**src/rtl/time_unit_cnt.sv**
```systemverilog
// Cascadable modulo-MOD up/down counter for one digital-clock stage.
// Provides a same-cycle carry, two-digit BCD, and an optional 12-hour AM/PM view.
module time_unit_cnt #(
  parameter int unsigned MOD       = 24,
  parameter int unsigned W         = 7,
  parameter int unsigned HOUR_MODE = 0
) (
  input  logic         inclk,
  input  logic         rst,
  input  logic         en,
  input  logic         up,
  input  logic         load,
  input  logic [W-1:0] load_val,
  input  logic         mode12,
  output logic [W-1:0] cnt_out,
  output logic         carry,
  output logic         load_err,
  output logic [3:0]   bcd_tens,
  output logic [3:0]   bcd_ones,
  output logic         pm
);

  localparam logic [W-1:0] CNT_MAX = W'(MOD - 1);
  localparam logic [W:0]   MOD_EXT = (W+1)'(MOD);

  logic [W-1:0] r_cnt;
  logic         r_load_err;

  logic         w_load_ok;
  logic         w_at_max;
  logic         w_at_min;
  logic [W-1:0] w_inc;
  logic [W-1:0] w_dec;

  assign w_load_ok = ({1'b0, load_val} < MOD_EXT);
  assign w_at_max  = (r_cnt == CNT_MAX);
  assign w_at_min  = (r_cnt == '0);
  assign w_inc     = w_at_max ? '0 : r_cnt + W'(1);
  assign w_dec     = w_at_min ? CNT_MAX : r_cnt - W'(1);

  // NOTE: state registers use non-blocking (<=) so every flop samples pre-edge values.
  always_ff @(posedge inclk or negedge rst) begin
    if (!rst) begin
      r_cnt      <= '0;
      r_load_err <= 1'b0;
    end else begin
      r_load_err <= 1'b0;
      if (load) begin
        if (w_load_ok) r_cnt <= load_val;
        else           r_load_err <= 1'b1;
      end else if (en) begin
        r_cnt <= up ? w_inc : w_dec;
      end
    end
  end

  assign cnt_out  = r_cnt;
  assign load_err = r_load_err;
  // Carry looks at en so a whole chain wraps on the same edge.
  assign carry    = en & ~load & (up ? w_at_max : w_at_min);

  // Display value; the count never exceeds 99, so 7 bits hold it.
  logic [6:0] w_cnt7;
  logic [6:0] w_disp;
  logic       w_pm;

  assign w_cnt7 = 7'(r_cnt);

  // NOTE: every always_comb output gets a default first so no latch is inferred.
  always_comb begin
    w_disp = w_cnt7;
    w_pm   = 1'b0;
    if ((HOUR_MODE != 0) && mode12) begin
      w_pm = (w_cnt7 >= 7'd12);
      if (w_cnt7 == 7'd0)       w_disp = 7'd12;
      else if (w_cnt7 > 7'd12)  w_disp = w_cnt7 - 7'd12;
    end
  end

  assign pm = w_pm;

  // Fixed-depth subtract-10 ladder: nine steps cover 0..99.
  logic [6:0] w_rem;
  logic [3:0] w_tens;

  always_comb begin
    w_rem  = w_disp;
    w_tens = 4'd0;
    for (int k = 0; k < 9; k++) begin
      if (w_rem >= 7'd10) begin
        w_rem  = w_rem - 7'd10;
        w_tens = w_tens + 4'd1;
      end
    end
  end

  assign bcd_tens = w_tens;
  assign bcd_ones = 4'(w_rem);

endmodule

```
**config.mk**
```make
export PLATFORM = sky130hd
export DESIGN_NAME = time_unit_cnt
export DESIGN_NICKNAME = d
export VERILOG_FILES = /design/src/rtl/time_unit_cnt.sv
export SDC_FILE = /design/constraint.sdc
export NUM_CORES = 1
export LEC_CHECK = 0
export CORE_ASPECT_RATIO = 2
export CORE_UTILIZATION = 45
export DETAILED_ROUTE_END_ITERATION = 7
export PLACE_DENSITY_LB_ADDON = 0.08
export SLEW_MARGIN = 0
export SYNTH_ARGS = -nofsm -noshare
export SYNTH_HDL_FRONTEND = slang
export SYNTH_SLANG_ARGS = --single-unit
export TNS_END_PERCENT = 5
```
**constraint.sdc**
```tcl
create_clock -name inclk -period 22.2 [get_ports inclk]
set_input_delay 4.44 -clock inclk [delete_from_list [all_inputs] [get_ports inclk]]
set_output_delay 4.44 -clock inclk [all_outputs]
set_load 0.01 [all_outputs]
```
==> results of run 1 <==
[how the worst min path moves through the flow]
stage                          start    endpoint  slack [ns]  cells after the start
final                     cnt_out[2]  cnt_out[2]        0.74                      2
after global routing      cnt_out[2]  cnt_out[2]        0.77                      2
after CTS                 cnt_out[2]  cnt_out[2]        0.75                      2
after detailed placement  cnt_out[2]  cnt_out[2]        0.74                      2
after global placement    cnt_out[2]  cnt_out[2]        0.72                      2
after floorplan           cnt_out[2]  cnt_out[2]        0.71                      3
[critical path, delay by kind of cell, from the launching register on]
kind / cells / cell delay (ns)
AOI/OAI and AO/OA: 13 / 4.25
and+or+nand+nor: 9 / 2.10
buffers and inverters: 4 / 1.09
adders and majority gates: 4 / 1.07
xor gates and xnor gates: 3 / 0.82
DFF: 1 / 0.68
[logic make-up after synthesis]
kind of cell,after synthesis,share of synthesized area (%)
AO/OA/AOI/OAI,145,37.5
AND/OR/NAND/NOR,165,28.7
buffers and inverters,38,5.98
adder cells (fa/ha/maj),17,6.78
XOR/XNOR,28,8.49
other,1,0.119
multiplexers,17,6.06
flip-flops,8,6.38
[state kept, by name, indices dropped and copies added (netlist names)]
register	cells
load_err	1
cnt_out	7
[final cells by class]
class	instances	area (sq um)	share of cell area (%)
Tap cell	88	110	3.16
Inverter	15	56.3	1.61
Clock buffer	3	75.1	2.15
Timing Repair Buffer	30	295	8.46
Multi-Input combinational cell	373	2750	78.9
Sequential cell	8	200	5.74
[per-stage QoR]
stage / cell area, sq um / hold WS (ns) / utilization [%] / instances
final: 3490 / 0.744 / 52.3 / 517
after global routing: 3490 / 0.773 / 52.3 / 517
after CTS: 3490 / 0.748 / 52.3 / 517
after detailed placement: 3410 / 0.741 / 51.1 / 514
after global placement: 3410 / 0.719 / 51.1 / 514
after floorplan: 3140 / 0.708 / - / 419
[layer usage]
layer / routed length, um / share of wire (%)
met1: 3250 / 36
met2: 5250 / 58
met3: 165 / 1.8
met4: 359 / 4.0
met5: 0 / 0
[cells in the final DEF, fill, tap and decap left out, drive strengths merged, types with 10 or more instances in the layout]
master	Yosys	layout
nand2	36	36
nor2	32	32
o21ai	31	31
clkdlybuf4s50	0	28
a21oi	22	22
nor3	21	21
xnor2	18	18
ha	17	17
inv	15	15
nand3	13	13
a31oi	11	11
nand2b	10	10
mux2	10	10
==> run_results.csv, run 1 <==
group,metric,value,unit
timing,hold_viol_final,0,
floorplan,floorplan.die.width,61.1,um
detailed_routing,vias_per_cell,6.35,
clock_network,clock_tree_buffer_depth,2,
synthesis,mappedNetlistArea,3140,sq um
run_status,outcome,"finished, final reports clean",
grt,use_met2,51.9,%
grt,grtUsageTotal,26.4,%
detailed_routing,drt_pass_1_iters,4,
clock_network,cts_repair_resize_count,0,
clock_network,cts_max_level,1,
synthesis,post-synth-top-area-cell,"ha_1",
synthesis,syn_area_per_cell,7.49,sq um
synthesis,async_set_reset_flop_share_out_of_synthesis,100,%
setup_path,endpoint,"bcd_tens[3]",
timing,rsz0062_at_grt,"no",
timing,finalSetupViolations,0,
clock_network,cts_tree,"yes",
setup_path,max_incr_delay_on_cp,0.71,ns
synthesis,synth_cell_type_count,97,
detailed_routing,drt-wirelength-per-cell,17.5,um
synthesis,synth_largest_type_area_fraction,6.78,%
grt,vias_in_the_first_global_route,3319,
floorplan,core_area,6670,sq um
finish,post_route_cells_drive_above_1_share,12.8,%
synthesis,most_common_cell_in_the_netlist,"nand2_1",
clock_network,postCtsHoldBufs,0,
synthesis,synth-warning-count,0,
setup_path,worst-path-max-fanout,16,
finish,area_delta_synth_final,11.1,%
setup_path,reg2reg_setup_slack,19.66,ns
synthesis,synth_top_cells_by_count,"34 x nand2_1, 30 x nor2_1, 24 x o21ai_0",
floorplan,fp.dieArea,7330,sq um
timing,worst_slew_pin_slew,0.822,ns
clock_network,clk_pin_slew_worst_paths,0.04,ns
setup_path,slowest_stage,"a2111oi_0",
grt,antenna_violations_before_repair,0,
clock_network,clock-sinks,8,
setup_path,critical_path.endpoint_type,"output port",
floorplan,floorplan.initialDensity,47.0,%
floorplan,io_pins,31,
floorplan,dieHeight,120,um
grt,global_route.overflow_total,0,
timing,clock-skew-final,0.000464,ns
setup_path,r2r.worst_path.cells,9,
clock_network,cts_setup_buffers,0,
setup_path,worst_ep_arrival,10.28,ns
setup_path,critical_path_required,17.76,ns
placed_design,detailedPlacementHpwl,7460,um
placed_design,detailedPlace.worstSlack,7.77,ns
detailed_routing,drcViolationCount,0,
grt,maximum_number_of_pins_on_one_net_before_global_route_repair,23,
synthesis,postSynthNetCount,449,
setup_path,cpMostUsedCell,"ha_1",
detailed_routing,routed-via-count,3282,
synthesis,register_bit_total_from_synthesis,8,
timing,drv_slew,0,
job,cap_viol_max_count,0,
setup_path,timing.rr.start,"cnt_out[1]",
synthesis,synth-edff-count,0,
grt,wire_length_of_the_first_global_routing_pass,15200,um
floorplan,rows,42,
timing,tmin_final,14.72,ns
placed_design,gpl.final_weighted_congestion,0.882,
detailed_routing,antenna_violating_nets_post_route,0,
finish,finish.net_count,461,
worst_hold_path,hp-class,"flip-flop to flip-flop",
placed_design,port-buffer-count,28,
finish,diodes,0,
timing,post-route-worst-setup-slack,7.48,ns
timing,timing.fmax,67.9,MHz
clock_network,clkLatencyLatePin,0.23,ns
grt,globalRoute.busiestLayer,"met2",
timing,fin_setup_tns,0,ns
synthesis,ys.flop_type,"dfrtp_1",
setup_path,critPathKind,"flip-flop to output port",
grt,grt_use_met1,26.1,%
synthesis,netlist_top_cells_area,"ha_1 6.8%, dfrtp_1 6.4%, xnor2_1 4.7%",
finish,fillCellCount,691,
detailed_routing,finalWirelength,9020,um
grt,global_route.usage.met3,0.970,%
clock_network,cts_root_buffer,"clkbuf_16",
setup_path,crit_reg_reg_endpoint,"cnt_out[5]",
detailed_routing,drt_iter0_markers,106,
synthesis,seq_area_frac_synth,6.38,%
timing,post-route-period-util,66.3,%
clock_network,cts_inserted_buffers,3,
setup_path,setup.worst_path.start,"cnt_out[1]",
setup_path,worst_setup_sp_type,"flip-flop",
synthesis,post_synthesis_cells,419,
timing,slew-limit-headroom,44.7,%
Power of run 1 is not shown: default switching activity piles up to over one toggle a cycle in this logic, so the estimate is an artifact.
==> run 2: changes to the inputs <==
Clock period 22.2 ns to 14.6 ns, I/O delays scaled along.
==> run 2 against run 1 <==
  * Register-to-register slack got worse by 7.5 ns
  * Final cell count did not move
  * Critical endpoint unchanged
  * Global-route usage barely moved
  * Clock skew barely moved
  * Via count fell by 1.0%
  * Non-clock buffer count did not move
  * Critical path depth did not move
  * Utilization did not move
  * Setup slack got worse by 6.1 ns
==> run_results.csv, run 2 (same netlist as run 1, synthesis figures left out) <==
group,metric,value,unit
timing,fin_setup_tns,0,ns
floorplan,fp.dieArea,7330,sq um
setup_path,critPathKind,"flip-flop to output port",
clock_network,clock_tree_buffer_depth,2,
detailed_routing,vias_per_cell,6.28,
grt,global_route.overflow_total,0,
job,cap_viol_max_count,0,
floorplan,floorplan.die.width,61.1,um
clock_network,cts_max_level,1,
clock_network,cts_root_buffer,"clkbuf_16",
timing,tmin_final,13.21,ns
finish,stdcell_count,517,
floorplan,floorplan.initialDensity,47.0,%
finish,layout.cells.most_common,"nand2_1",
timing,drv_slew,0,
timing,worst_slew_pin_slew,0.834,ns
run_status,outcome,"finished, final reports clean",
grt,vias_in_the_first_global_route,3217,
detailed_routing,finalWirelength,9020,um
worst_hold_path,min_delay_path_depth,2,
setup_path,critical_path.endpoint_type,"output port",
timing,finalSetupViolations,0,
setup_path,max_incr_delay_on_cp,0.72,ns
finish,diodes,0,
detailed_routing,drt_iter0_markers,94,
clock_network,cts_inserted_buffers,3,
clock_network,cts_setup_buffers,0,
grt,wire_length_of_the_first_global_routing_pass,15200,um
setup_path,critical_path_required,11.68,ns
clock_network,postCtsHoldBufs,0,
floorplan,io_pins,31,
clock_network,clkLatencyLatePin,0.23,ns
timing,hold_viol_final,0,
placed_design,port-buffer-count,28,
timing,slew-limit-headroom,43.9,%
detailed_routing,drcViolationCount,0,
grt,antenna_violations_before_repair,0,
floorplan,dieHeight,120,um
clock_network,cts_tree,"yes",
timing,rsz0062_at_grt,"no",
grt,maximum_number_of_pins_on_one_net_before_global_route_repair,23,
timing,timing.fmax,75.7,MHz
placed_design,placedCellCount,514,
floorplan,rows,42,
setup_path,worst_setup_sp_type,"flip-flop",
finish,mostFrequentLayoutCells,"34 x nand2_1, 30 x nor2_1, 28 x clkdlybuf4s50_1",
grt,grtUsageTotal,26.4,%
detailed_routing,routed-via-count,3248,
finish,largest_register_ffs,7,
worst_hold_path,hp-class,"flip-flop to flip-flop",
finish,finish.net_count,461,
timing,post-route-period-util,90.5,%
clock_network,clk_pin_slew_worst_paths,0.04,ns
timing,post-route-worst-setup-slack,1.39,ns
timing,clock-skew-final,0.000537,ns
clock_network,clock-sinks,8,
detailed_routing,drt-wirelength-per-cell,17.5,um
placed_design,detailedPlacementHpwl,7430,um
detailed_routing,drt_pass_1_iters,4,
clock_network,cts_repair_resize_count,0,
placed_design,detailedPlace.worstSlack,1.68,ns
setup_path,r2r.worst_path.cells,9,
setup_path,worst-path-max-fanout,16,
finish,area_delta_synth_final,11.1,%
finish,post_route_cells_drive_above_1_share,12.8,%
floorplan,core_area,6670,sq um
placed_design,gpl.final_weighted_congestion,0.898,
setup_path,cpMostUsedCell,"ha_1",
detailed_routing,antenna_violating_nets_post_route,0,
setup_path,worst_ep_arrival,10.29,ns
setup_path,slowest_stage,"a2111oi_0",
[run 2: cell counts in the layout (fill, tap and decap cells not counted)]
No cell type changed its count.
[run 2: cell type report]
class / instances / area (sq um)
Fill cell: 688 / 3190
Multi-Input combinational cell: 373 / 2750
Tap cell: 88 / 110
Clock buffer: 3 / 75.1
Timing Repair Buffer: 30 / 295
Sequential cell: 8 / 200
Inverter: 15 / 56.3
[run 2: routing by layer]
metal	GRT usage, %	wire length [um]
met2	50.6	5170
met3	0.970	108
met5	0	0
met4	13.4	440
met1	26.6	3300
[run 2: critical path: cells and delay by family (launching register included)]
| family | cells | cell delay (ns) |
|---|---|---|
| AOI/OAI and AO/OA | 13 | 4.23 |
| xor gates and xnor gates | 3 | 0.82 |
| adders and majority gates | 4 | 1.06 |
| buffers and inverters | 4 | 1.08 |
| DFF | 1 | 0.67 |
| and+or+nand+nor | 9 | 2.15 |
[run 2: per-stage QoR]
stage / utilization [%] / hold slack, ns / instance area [sq um]
floorplan: - / 0.708 / 3140
global placement: 51.1 / 0.721 / 3410
detailed placement: 51.1 / 0.721 / 3410
CTS: 52.3 / 0.724 / 3490
global route: 52.3 / 0.797 / 3490
finish: 52.3 / 0.740 / 3490
[run 2: final timing paths]
path,from,end,slack (ns)
max,cnt_out[1],bcd_tens[3],1.39
min,cnt_out[2],cnt_out[2],0.74
max reg2reg,cnt_out[1],cnt_out[5],12.16
min reg2reg,cnt_out[2],cnt_out[2],0.74
max in group asynchronous,rst,cnt_out[5],11.38
min in group asynchronous,rst,cnt_out[2],2.96
Power of run 2 is left out for the same reason.
==> run 3: changes to the inputs <==
Settings changed: CTS_BUF_LIST from default to sky130_fd_sc_hd__clkbuf_8.
==> run 3 against run 2 <==
  * Setup slack better by 0.0082 ns
  * Critical path depth unchanged
  * Final cell count unchanged
  * Utilization down 0.51 points
==> run_results.csv, run 3 (same netlist as run 1, synthesis figures left out) <==
group,metric,value,unit
grt,maximum_number_of_pins_on_one_net_before_global_route_repair,23,
detailed_routing,vias_per_cell,6.30,
finish,diodes,0,
finish,layout.cells.most_common,"nand2_1",
detailed_routing,finalWirelength,9000,um
clock_network,clock-sinks,8,
placed_design,port-buffer-count,28,
detailed_routing,drt_iter0_markers,92,
setup_path,worst-path-max-fanout,16,
clock_network,cts_inserted_buffers,3,
setup_path,critical_path.endpoint_type,"output port",
setup_path,r2r.worst_path.cells,9,
timing,worst_slew_pin_slew,0.838,ns
timing,post-route-period-util,90.4,%
timing,fin_setup_tns,0,ns
clock_network,clk_pin_slew_worst_paths,0.04,ns
setup_path,critPathKind,"flip-flop to output port",
setup_path,cpMostUsedCell,"ha_1",
worst_hold_path,min_delay_path_depth,2,
placed_design,detailedPlace.worstSlack,1.68,ns
timing,hold_viol_final,0,
clock_network,cts_max_level,1,
grt,global_route.overflow_total,0,
clock_network,postCtsHoldBufs,0,
setup_path,max_incr_delay_on_cp,0.72,ns
worst_hold_path,hp-class,"flip-flop to flip-flop",
clock_network,clkLatencyLatePin,0.22,ns
worst_hold_path,min_delay_worst_endpoint,"cnt_out[2]",
detailed_routing,antenna_violating_nets_post_route,0,
detailed_routing,drt_pass_1_iters,4,
detailed_routing,routed-via-count,3257,
clock_network,cts_tree,"yes",
floorplan,io_pins,31,
job,cap_viol_max_count,0,
setup_path,worst_setup_sp_type,"flip-flop",
grt,wire_length_of_the_first_global_routing_pass,15100,um
setup_path,timing.rr.start,"cnt_out[1]",
timing,clock-skew-final,0.000312,ns
timing,timing.fmax,75.8,MHz
finish,final_core_util,51.8,%
finish,stdcell_count,517,
finish,mostFrequentLayoutCells,"34 x nand2_1, 30 x nor2_1, 28 x clkdlybuf4s50_1",
clock_network,cts_repair_resize_count,0,
finish,largest_register_ffs,7,
floorplan,floorplan.initialDensity,47.0,%
run_status,outcome,"finished, final reports clean",
clock_network,cts_setup_buffers,0,
setup_path,worst_ep_arrival,10.28,ns
timing,rsz0062_at_grt,"no",
floorplan,core_area,6670,sq um
floorplan,floorplan.die.width,61.1,um
setup_path,critical_path_required,11.68,ns
finish,post_route_cells_drive_above_1_share,12.8,%
grt,grtUsageTotal,26.1,%
timing,slew-limit-headroom,43.2,%
placed_design,placedCellCount,514,
worst_hold_path,worstHoldStart,"cnt_out[2]",
finish,area_delta_synth_final,10.0,%
setup_path,crit_reg_reg_endpoint,"cnt_out[5]",
detailed_routing,drt-wirelength-per-cell,17.4,um
floorplan,rows,42,
grt,vias_in_the_first_global_route,3219,
detailed_routing,drcViolationCount,0,
clock_network,clock_tree_buffer_depth,2,
floorplan,fp.dieArea,7330,sq um
clock_network,cts_root_buffer,"clkbuf_8",
timing,tmin_final,13.20,ns
timing,finalSetupViolations,0,
placed_design,gpl.final_weighted_congestion,0.898,
floorplan,dieHeight,120,um
timing,post-route-worst-setup-slack,1.40,ns
grt,antenna_violations_before_repair,0,
timing,drv_slew,0,
placed_design,detailedPlacementHpwl,7430,um
setup_path,reg2reg_setup_slack,12.14,ns
setup_path,slowest_stage,"a2111oi_0",
finish,finish.net_count,461,
==> run 3: cell counts in the layout (fill, tap and decap cells not counted) <==
Identical to the previous run, type by type.
==> run 3: per-layer routing <==
metal | share of wire [%] | vias to the layer above | GRT usage, %
li1 | - | 1625 | -
met1 | 37 | 1524 | 26.6
met2 | 56 | 74 | 49.6
met3 | 1.6 | 34 | 1.40
met4 | 5.2 | 0 | 12.9
met5 | 0 | - | 0
==> run 3: how the worst max path moves through the flow <==
stage	slack (ns)	startpoint	cells after the start	end
after floorplan	3.46	cnt_out[1]	37	bcd_tens[3]
after global placement	1.74	cnt_out[1]	33	bcd_tens[3]
after detailed placement	1.68	cnt_out[1]	33	bcd_tens[3]
after CTS	1.41	cnt_out[1]	33	bcd_tens[3]
after global routing	0.66	cnt_out[1]	33	bcd_tens[3]
final	1.40	cnt_out[1]	33	bcd_tens[3]
==> run 3: area by class of cell <==
type,instances,area [sq um]
multi-input combinational,373,2750
fill,692,3220
sequential,8,200
clock buffer,3,41.3
inverter,15,56.3
tap,88,110
timing repair buffer,30,295
==> run 3: stage by stage <==
stage          hold slack (ns)  cell area [sq um]
2_1_floorplan            0.708               3140
3_3_place_gp             0.721               3410
3_5_place_dp             0.721               3410
4_1_cts                  0.725               3450
5_1_grt                  0.798               3450
6_report                 0.727               3450
==> run 3: worst max-delay path: cells and delay by family, from the launching register on <==
family | cells | cell delay (ns)
AO/OA/AOI/OAI | 13 | 4.23
AND/OR/NAND/NOR | 9 | 2.16
flip-flops | 1 | 0.67
adder cells (fa/ha/maj) | 4 | 1.06
buffers and inverters | 4 | 1.08
XOR/XNOR | 3 | 0.83
Power of run 3 is left out for the same reason.
